### config.mk
export PLATFORM = sky130hd
export DESIGN_NAME = ppm_decoder_rx_flat
export DESIGN_NICKNAME = d
export VERILOG_FILES = /design/src/rtl/ppm_pkg.sv /design/src/rtl/ppm_decoder_rx_if.sv /design/src/rtl/ppm_rx_frontend.sv /design/src/rtl/ppm_decoder_rx.sv /design/src/flat_wrapper.sv
export SDC_FILE = /design/constraint.sdc
export NUM_CORES = 1
export LEC_CHECK = 0
export CELL_PAD_IN_SITES_DETAIL_PLACEMENT = 2
export CELL_PAD_IN_SITES_GLOBAL_PLACEMENT = 2
export CORE_ASPECT_RATIO = 1.2
export CORE_MARGIN = 2
export CORE_UTILIZATION = 39
export DETAILED_ROUTE_END_ITERATION = 12
export PLACE_DENSITY = 0.87
export SYNTH_ARGS = -nofsm -noshare
export SYNTH_HDL_FRONTEND = slang
export SYNTH_SLANG_ARGS = --single-unit
### constraint.sdc
create_clock -name clk -period 4.1 [get_ports clk]
set_input_delay 0.41 -clock clk [delete_from_list [all_inputs] [get_ports clk]]
set_output_delay 0.41 -clock clk [all_outputs]
set_load 0.02 [all_outputs]
### src/rtl/ppm_pkg.sv
// Shared PPM definitions: receiver FSM states, frame order codes common to
// transmitter and receiver, SLOT-derived frame geometry and small helpers.
package ppm_pkg;

  typedef enum logic [2:0] {
    ST_IDLE = 3'd0,
    ST_SOF1 = 3'd1,
    ST_GAP  = 3'd2,
    ST_SOF2 = 3'd3,
    ST_DATA = 3'd4,
    ST_EOF  = 3'd5
  } state_e;

  typedef enum logic [1:0] {
    FRM_IDLE = 2'd0,
    FRM_SOF  = 2'd1,
    FRM_DATA = 2'd2,
    FRM_EOF  = 2'd3
  } frame_code_e;

  localparam int unsigned SLOT_CLKS_DEF = 32'd16;
  localparam int unsigned TOL_DEF       = 32'd4;
  localparam int unsigned NUM_SYMBOLS   = 32'd4;

  // Symbol window length (8 slots).
  function automatic int unsigned sym_len(input int unsigned slot);
    return 32'd8 * slot;
  endfunction

  // SOF preamble length: pulse, gap, pulse, guard up to the first symbol window.
  function automatic int unsigned sof_len(input int unsigned slot);
    return 32'd8 * slot;
  endfunction

  // EOF marker window length (4 slots).
  function automatic int unsigned eof_len(input int unsigned slot);
    return 32'd4 * slot;
  endfunction

  // Whole frame length measured from the SOF fall.
  function automatic int unsigned frame_len(input int unsigned slot);
    return sof_len(slot) + NUM_SYMBOLS * sym_len(slot) + eof_len(slot);
  endfunction

  // True when t lies within +/- tol of centre c.
  function automatic logic in_win(input int unsigned t, input int unsigned c,
                                  input int unsigned tol);
    return ((t + tol) >= c) && (t <= (c + tol));
  endfunction

  // Three-input majority vote.
  function automatic logic maj3(input logic a, input logic b, input logic c);
    return (a & b) | (a & c) | (b & c);
  endfunction

endpackage

### src/rtl/ppm_decoder_rx_if.sv
// Byte-sink side of the PPM receiver: decoded byte, strobes and busy flag.
interface ppm_decoder_rx_if;
  logic [7:0] data_out;
  logic       data_valid;
  logic       frame_err;
  logic       busy;

  modport master (output data_out, output data_valid, output frame_err, output busy);
  modport slave  (input  data_out, input  data_valid, input  frame_err, input  busy);
endinterface

### src/rtl/ppm_rx_frontend.sv
// PPM line front end: 2-flop synchronizer, optional 3-sample majority filter
// (enabled by defining PPM_DEC_GLITCH_FILTER_EN) and registered fall/rise strobes.
// Latency from first low sample to fall strobe: 2 clocks, 4 with the filter.
module ppm_rx_frontend
  import ppm_pkg::*;
(
  input  logic clk,
  input  logic rst,
  input  logic din_i,
  output logic fall_o,
  output logic rise_o
);

  logic sync1_q;
  logic sync2_q;
  logic line_s;
  logic prev_q;
  logic fall_q;
  logic rise_q;

  // Bring the asynchronous line into the clock domain; idle level is high.
  always_ff @(posedge clk) begin
    if (!rst) begin
      sync1_q <= 1'b1;
      sync2_q <= 1'b1;
    end else begin
      sync1_q <= din_i;
      sync2_q <= sync1_q;
    end
  end

`ifdef PPM_DEC_GLITCH_FILTER_EN
  logic hist1_q;
  logic hist2_q;
  logic maj_q;

  // Majority over three consecutive synchronized samples drops 1-cycle glitches.
  always_ff @(posedge clk) begin
    if (!rst) begin
      hist1_q <= 1'b1;
      hist2_q <= 1'b1;
      maj_q   <= 1'b1;
    end else begin
      hist1_q <= sync2_q;
      hist2_q <= hist1_q;
      maj_q   <= maj3(sync2_q, hist1_q, hist2_q);
    end
  end

  assign line_s = maj_q;
`else
  assign line_s = sync2_q;
`endif

  // Previous-sample register and registered edge strobes.
  always_ff @(posedge clk) begin
    if (!rst) begin
      prev_q <= 1'b1;
      fall_q <= 1'b0;
      rise_q <= 1'b0;
    end else begin
      prev_q <= line_s;
      fall_q <= prev_q & ~line_s;
      rise_q <= ~prev_q & line_s;
    end
  end

  assign fall_o = fall_q;
  assign rise_o = rise_q;

endmodule

### src/rtl/ppm_decoder_rx.sv
// PPM receiver top: SOF detection, four 2-bit symbol windows timed against the
// SOF fall, EOF check, byte assembly and output strobes.
// Optional glitch filter in the front end: define PPM_DEC_GLITCH_FILTER_EN.
module ppm_decoder_rx
  import ppm_pkg::*;
#(
  parameter int unsigned SLOT_CLKS = 32'd16,
  parameter int unsigned TOL       = 32'd4
) (
  input  logic              clk,
  input  logic              rst,
  input  logic              Din,
  ppm_decoder_rx_if.master  rx_o
);

  localparam int unsigned TW = $clog2(frame_len(SLOT_CLKS));
  localparam int unsigned W8 = $clog2(sym_len(SLOT_CLKS));
  localparam int unsigned SH = $clog2(2 * SLOT_CLKS);

  localparam int unsigned C_SOF1 = SLOT_CLKS;
  localparam int unsigned C_GAP  = 5 * SLOT_CLKS;
  localparam int unsigned C_SOF2 = 6 * SLOT_CLKS;
  localparam int unsigned C_EOF  = 42 * SLOT_CLKS;

  localparam logic [TW-1:0] T_SOF1_HI  = TW'(C_SOF1 + TOL);
  localparam logic [TW-1:0] T_GAP_HI   = TW'(C_GAP + TOL);
  localparam logic [TW-1:0] T_SOF2_HI  = TW'(C_SOF2 + TOL);
  localparam logic [TW-1:0] T_DATA_LO  = TW'(sof_len(SLOT_CLKS));
  localparam logic [TW-1:0] T_DATA_END = TW'(sof_len(SLOT_CLKS) + NUM_SYMBOLS * sym_len(SLOT_CLKS) - 1);
  localparam logic [TW-1:0] T_EOF_HI   = TW'(C_EOF + TOL);
  localparam logic [TW-1:0] T_EOF_END  = TW'(frame_len(SLOT_CLKS) - 1);

  logic          fall_s;
  logic          rise_s;
  logic [31:0]   t32_s;
  logic [1:0]    sym_s;

  state_e        state_q;
  state_e        state_d;
  logic [TW-1:0] t_q;
  logic [1:0]    cnt_q;
  logic [1:0]    cnt_d;
  logic [1:0]    sym_cnt_q;
  logic [7:0]    byte_q;
  logic [7:0]    data_out_q;
  logic          data_valid_q;
  logic          frame_err_q;
  logic          busy_q;
  logic          err_d;
  logic          ok_d;
  logic          sym_wr_d;
  logic          win_end_d;

  ppm_rx_frontend u_frontend (
    .clk    (clk),
    .rst    (rst),
    .din_i  (Din),
    .fall_o (fall_s),
    .rise_o (rise_s)
  );

  assign t32_s = 32'(t_q);
  // Symbol value is the offset inside the window divided by two slots.
  assign sym_s = t_q[SH+1:SH];

  // Next-state, edge-window checks and per-window fall counting.
  always_comb begin
    state_d   = state_q;
    cnt_d     = cnt_q;
    err_d     = 1'b0;
    ok_d      = 1'b0;
    sym_wr_d  = 1'b0;
    win_end_d = 1'b0;
    case (state_q)
      ST_IDLE: begin
        cnt_d = 2'd0;
        if (fall_s) state_d = ST_SOF1;
        else        state_d = ST_IDLE;
      end
      ST_SOF1: begin
        if (rise_s) begin
          if (in_win(t32_s, C_SOF1, TOL)) state_d = ST_GAP;
          else                             err_d   = 1'b1;
        end else if (t_q > T_SOF1_HI) begin
          err_d = 1'b1;
        end else begin
          state_d = ST_SOF1;
        end
      end
      ST_GAP: begin
        if (fall_s) begin
          if (in_win(t32_s, C_GAP, TOL)) state_d = ST_SOF2;
          else                           err_d   = 1'b1;
        end else if (t_q > T_GAP_HI) begin
          err_d = 1'b1;
        end else begin
          state_d = ST_GAP;
        end
      end
      ST_SOF2: begin
        if (rise_s) begin
          if (in_win(t32_s, C_SOF2, TOL)) state_d = ST_DATA;
          else                            err_d   = 1'b1;
        end else if (t_q > T_SOF2_HI) begin
          err_d = 1'b1;
        end else begin
          state_d = ST_SOF2;
        end
      end
      ST_DATA: begin
        if (t_q < T_DATA_LO) begin
          // Guard between SOF2 rise and the first symbol window: no falls allowed.
          if (fall_s) err_d   = 1'b1;
          else        state_d = ST_DATA;
        end else begin
          if (fall_s && (cnt_q == 2'd0)) sym_wr_d = 1'b1;
          else                           sym_wr_d = 1'b0;
          if (fall_s && (cnt_q != 2'd2)) cnt_d = cnt_q + 2'd1;
          else                           cnt_d = cnt_q;
          if (&t_q[W8-1:0]) begin
            win_end_d = 1'b1;
            if (cnt_d != 2'd1) err_d = 1'b1;
            else               err_d = 1'b0;
            cnt_d = 2'd0;
            if (t_q == T_DATA_END) state_d = ST_EOF;
            else                   state_d = ST_DATA;
          end else begin
            state_d = ST_DATA;
          end
        end
      end
      ST_EOF: begin
        if (fall_s) begin
          if ((cnt_q == 2'd0) && in_win(t32_s, C_EOF, TOL)) cnt_d = 2'd1;
          else                                              err_d = 1'b1;
        end else if ((cnt_q == 2'd0) && (t_q > T_EOF_HI)) begin
          err_d = 1'b1;
        end else if (t_q == T_EOF_END) begin
          ok_d    = 1'b1;
          state_d = ST_IDLE;
        end else begin
          state_d = ST_EOF;
        end
      end
      default: begin
        state_d = ST_IDLE;
      end
    endcase
    if (err_d) state_d = ST_IDLE;
    else       state_d = state_d;
  end

  // FSM state, frame timer, byte assembly and registered outputs.
  always_ff @(posedge clk) begin
    if (!rst) begin
      state_q      <= ST_IDLE;
      t_q          <= '0;
      cnt_q        <= 2'd0;
      sym_cnt_q    <= 2'd0;
      byte_q       <= 8'h00;
      data_out_q   <= 8'h00;
      data_valid_q <= 1'b0;
      frame_err_q  <= 1'b0;
      busy_q       <= 1'b0;
    end else begin
      state_q      <= state_d;
      cnt_q        <= cnt_d;
      data_valid_q <= ok_d;
      frame_err_q  <= err_d;
      busy_q       <= (state_d != ST_IDLE);
      if (state_d == ST_IDLE) t_q <= '0;
      else                    t_q <= t_q + TW'(1);
      if (state_q == ST_IDLE) begin
        byte_q    <= 8'h00;
        sym_cnt_q <= 2'd0;
      end else begin
        if (sym_wr_d)  byte_q[{sym_cnt_q, 1'b0} +: 2] <= sym_s;
        if (win_end_d) sym_cnt_q <= sym_cnt_q + 2'd1;
      end
      if (ok_d) data_out_q <= byte_q;
    end
  end

  assign rx_o.data_out   = data_out_q;
  assign rx_o.data_valid = data_valid_q;
  assign rx_o.frame_err  = frame_err_q;
  assign rx_o.busy       = busy_q;

endmodule
### src/flat_wrapper.sv
// flat-port wrapper written by rule: the top's interface ports become plain ports
module ppm_decoder_rx_flat import ppm_pkg::*;
#(
  parameter int unsigned SLOT_CLKS = 32'd16,
  parameter int unsigned TOL       = 32'd4
)
  (clk, rst, Din, rx_o_data_out, rx_o_data_valid, rx_o_frame_err, rx_o_busy);
  ppm_decoder_rx_if rx_o_i ();
  input  logic clk;
  input  logic rst;
  input  logic Din;
  output wire logic [$bits(rx_o_i.data_out)-1:0] rx_o_data_out;
  output wire logic [$bits(rx_o_i.data_valid)-1:0] rx_o_data_valid;
  output wire logic [$bits(rx_o_i.frame_err)-1:0] rx_o_frame_err;
  output wire logic [$bits(rx_o_i.busy)-1:0] rx_o_busy;
  assign rx_o_data_out = rx_o_i.data_out;
  assign rx_o_data_valid = rx_o_i.data_valid;
  assign rx_o_frame_err = rx_o_i.frame_err;
  assign rx_o_busy = rx_o_i.busy;
  ppm_decoder_rx #(.SLOT_CLKS(SLOT_CLKS), .TOL(TOL)) u_core (.clk(clk), .rst(rst), .Din(Din), .rx_o(rx_o_i));
endmodule
==> out/metrics.yaml <==
antenna_cells: 0
pwr_density_cell_mw_per_mm2: 260
remaining_drc_errors: 0
wl_met3_um: 111
finalHoldViolations: 0
cp-end-kind: "flop"
grt_pass1_vias: 2286
ctsLongestPathBuffers: 2
synth_most_common_cell: "dfxtp_1"
cp.arrival_ps: 3090
top_layer_used: "met4"
rows: 31
hold_end: "u_core.u_frontend.line_s"
fp.dieH_um: 89.8
die_w_um: 75.5
grt_usage: 0.221
gp_congestion: 0.827
path_cells: "ha_1 > nand3_1 > or4_1 > a311oi_2 > o22ai_1 > nor3_2 > nor3b_1"
crit_required_ps: 4240
hold_class: "reg -> reg"
cp_slowest_stage_delay_ps: 790
portBuffers: 13
cp-start-kind: "flop"
r2r-end: "u_core.t_q[1]"
grt_pass1_wl_um: 11500
worst_pin_slew_ps: 1020
fin_worst_skew_ps: 13.8
worstHoldPathCells: 1
antenna_left: 0
maxCapViolCount: 0
syn_area_mm2: 0.00239
syn_to_final_growth_pct: 8.46
peakVddDrop_mv: 0.115
place_area_mm2: 0.00252
fin_crit_ps: 2960
drt-met1-wl_um: 2920
drive_gt1_frac: 0.105
multiInputGateArea_mm2: 0.00141
ctsResizeCount: 0
wl_um: 6880
regArea_um2: 821
ys_seq_area_frac: 0.343
gr-total-overflow: 0
r2r_start: "u_core.t_q[0]"
synthTopCellsByArea: "dfxtp_1, nor3_2, ha_1"
drtPass1Iterations: 4
synth_top_area_frac: 0.343
leakagePower_nw: 0.838
post-place-ws_ps: 1130
dpl.hpwl_um: 5070
path_max_fanout: 11
fmax_mhz: 338
core_mm2: 0.00597
start_util: 0.401
post-cts-setup-buffer-count: 0
clock_sinks: 41
num-nets-final: 290
dr_wl_met2_um: 3720
cts_root_buf: "clkbuf_8"
regToRegSetupSlack_ps: 1140
final-setup-viol-count: 0
synth.largest_area_cell: "dfxtp_1"
syn_inst: 276
viasPerCell: 5.68
routedWlPerCell_um: 19.2
clkTransAtPathRegs_ps: 70
drt_iter0_markers: 84
fillers: 697
dieArea_mm2: 0.00679
final_cell_area_mm2: 0.00260
clk_latency_ps: 300
ys_async_sr_fraction: 0
synth_seq_cells: 41
reg2reg_depth: 7
power_mw: 0.676
synth-edff-count: 0
cts_tree: "built"
crit_type: "reg -> reg"
numCtsBuffers: 5
critPathSlowestCell: "nor3_2"
yosysWarnings: 0
fin_setup_tns_ps: 0
synth_common_cells: "dfxtp_1, nand2_1, nor2_1"
synthFlopType: "dfxtp_1"
period_share: 0.721
ys_types: 58
rsz0062_at_grt: "no"
setup_ws_ps: 1140
drv_slew: 0
cts_hold_buf: 0
syn_nets: 288
vias: 2039
antenna_found_initial: 0
status: "finished clean"
maxSlewHeadroom: 0.317
worstHoldStart: "u_core.u_frontend.sync1_q"
synth_area_per_cell_um2: 8.68
htree_num_levels: 2
grt_max_degree: 21
io_pins: 14
-- worst max-delay path: cells and delay by family, from the launching register on --
family | cells | cell delay, ps
flip-flops | 1 | 420
AND/OR/NAND/NOR | 4 | 1690
adder cells (fa/ha/maj) | 1 | 290
AO/OA/AOI/OAI | 2 | 400
-- placed cells by master (no fill, tap or decap), types with 3 or more instances in the layout --
cell type / n
xnor2_1: 6
dfxtp_1: 41
and3_1: 4
or3_1: 3
a31oi_1: 4
nand4_1: 9
nand2b_1: 6
mux2i_1: 9
nor3_1: 7
o22ai_1: 3
clkbuf_8: 5
a21oi_1: 14
xor2_1: 3
nand3_1: 14
nand2_1: 25
nor2b_1: 10
nor3b_1: 4
ha_1: 9
nor2_1: 19
nor3_2: 12
inv_1: 13
clkdlybuf4s50_1: 13
and4_1: 3
-- area by class of cell --
type,count,area share
sequential,41,0.316
timing repair buffer,14,0.0530
clock buffer,5,0.0265
clock inverter,1,0.00193
tap,82,0.0395
multi-input combinational,203,0.544
inverter,13,0.0188
-- power breakdown --
group          internal (mW)  switching, mW
clock                  0.112          0.135
combinational        0.00935         0.0149
sequential             0.401        0.00339
total                  0.522          0.154
-- cell families (layout without fill, tap and decap cells) --
group / count (synthesis) / count (layout) / synth area share
and+or+nand+nor: 132 / 132 / 0.341
buffers and inverters: 32 / 33 / 0.0669
DFF: 41 / 41 / 0.343
muxes: 9 / 9 / 0.0376
AOI/OAI and AO/OA: 44 / 44 / 0.132
xor gates and xnor gates: 9 / 9 / 0.0329
adders and majority gates: 9 / 9 / 0.0470
-- worst max-delay path by stage --
stage / startpoint / end / slack (ps) / cells after the start
global route: u_core.t_q[0] / u_core.t_q[1] / 910 / 7
global placement: u_core.t_q[6] / u_core.t_q[1] / 1260 / 6
finish: u_core.t_q[0] / u_core.t_q[1] / 1140 / 7
floorplan: u_core.t_q[0] / u_core.t_q[0] / 1970 / 8
detailed placement: u_core.t_q[0] / u_core.t_q[1] / 1130 / 7
CTS: u_core.t_q[0] / u_core.t_q[1] / 1120 / 7
-- stage by stage --
step,cells,hold WS [ps],util
global placement,353,387,0.422
global route,359,474,0.435
CTS,359,458,0.435
detailed placement,353,439,0.422
floorplan,276,386,-
finish,359,451,0.435
-- flip-flops by register name, summed over array words and instances (netlist names) --
| signal | flops |
|---|---|
| u_core.state_q | 3 |
| u_core.u_frontend.fall_o | 1 |
| u_core.u_frontend.sync1_q | 1 |
| u_core.rx_o.data_out | 8 |
| u_core.rx_o.busy | 1 |
| u_core.u_frontend.line_s | 1 |
| u_core.t_q | 10 |
| u_core.u_frontend.rise_o | 1 |
| u_core.u_frontend.prev_q | 1 |
| u_core.rx_o.data_valid | 1 |
| u_core.cnt_q | 2 |
| u_core.sym_cnt_q | 2 |
| u_core.rx_o.frame_err | 1 |
| u_core.byte_q | 8 |
-- routing by layer --
metal	GRT usage	vias up
li1	-	981
met1	0.263	1025
met2	0.393	22
met3	0.0392	11
met4	0.0643	0
met5	0	-
Power figures use the tool's default switching activity.
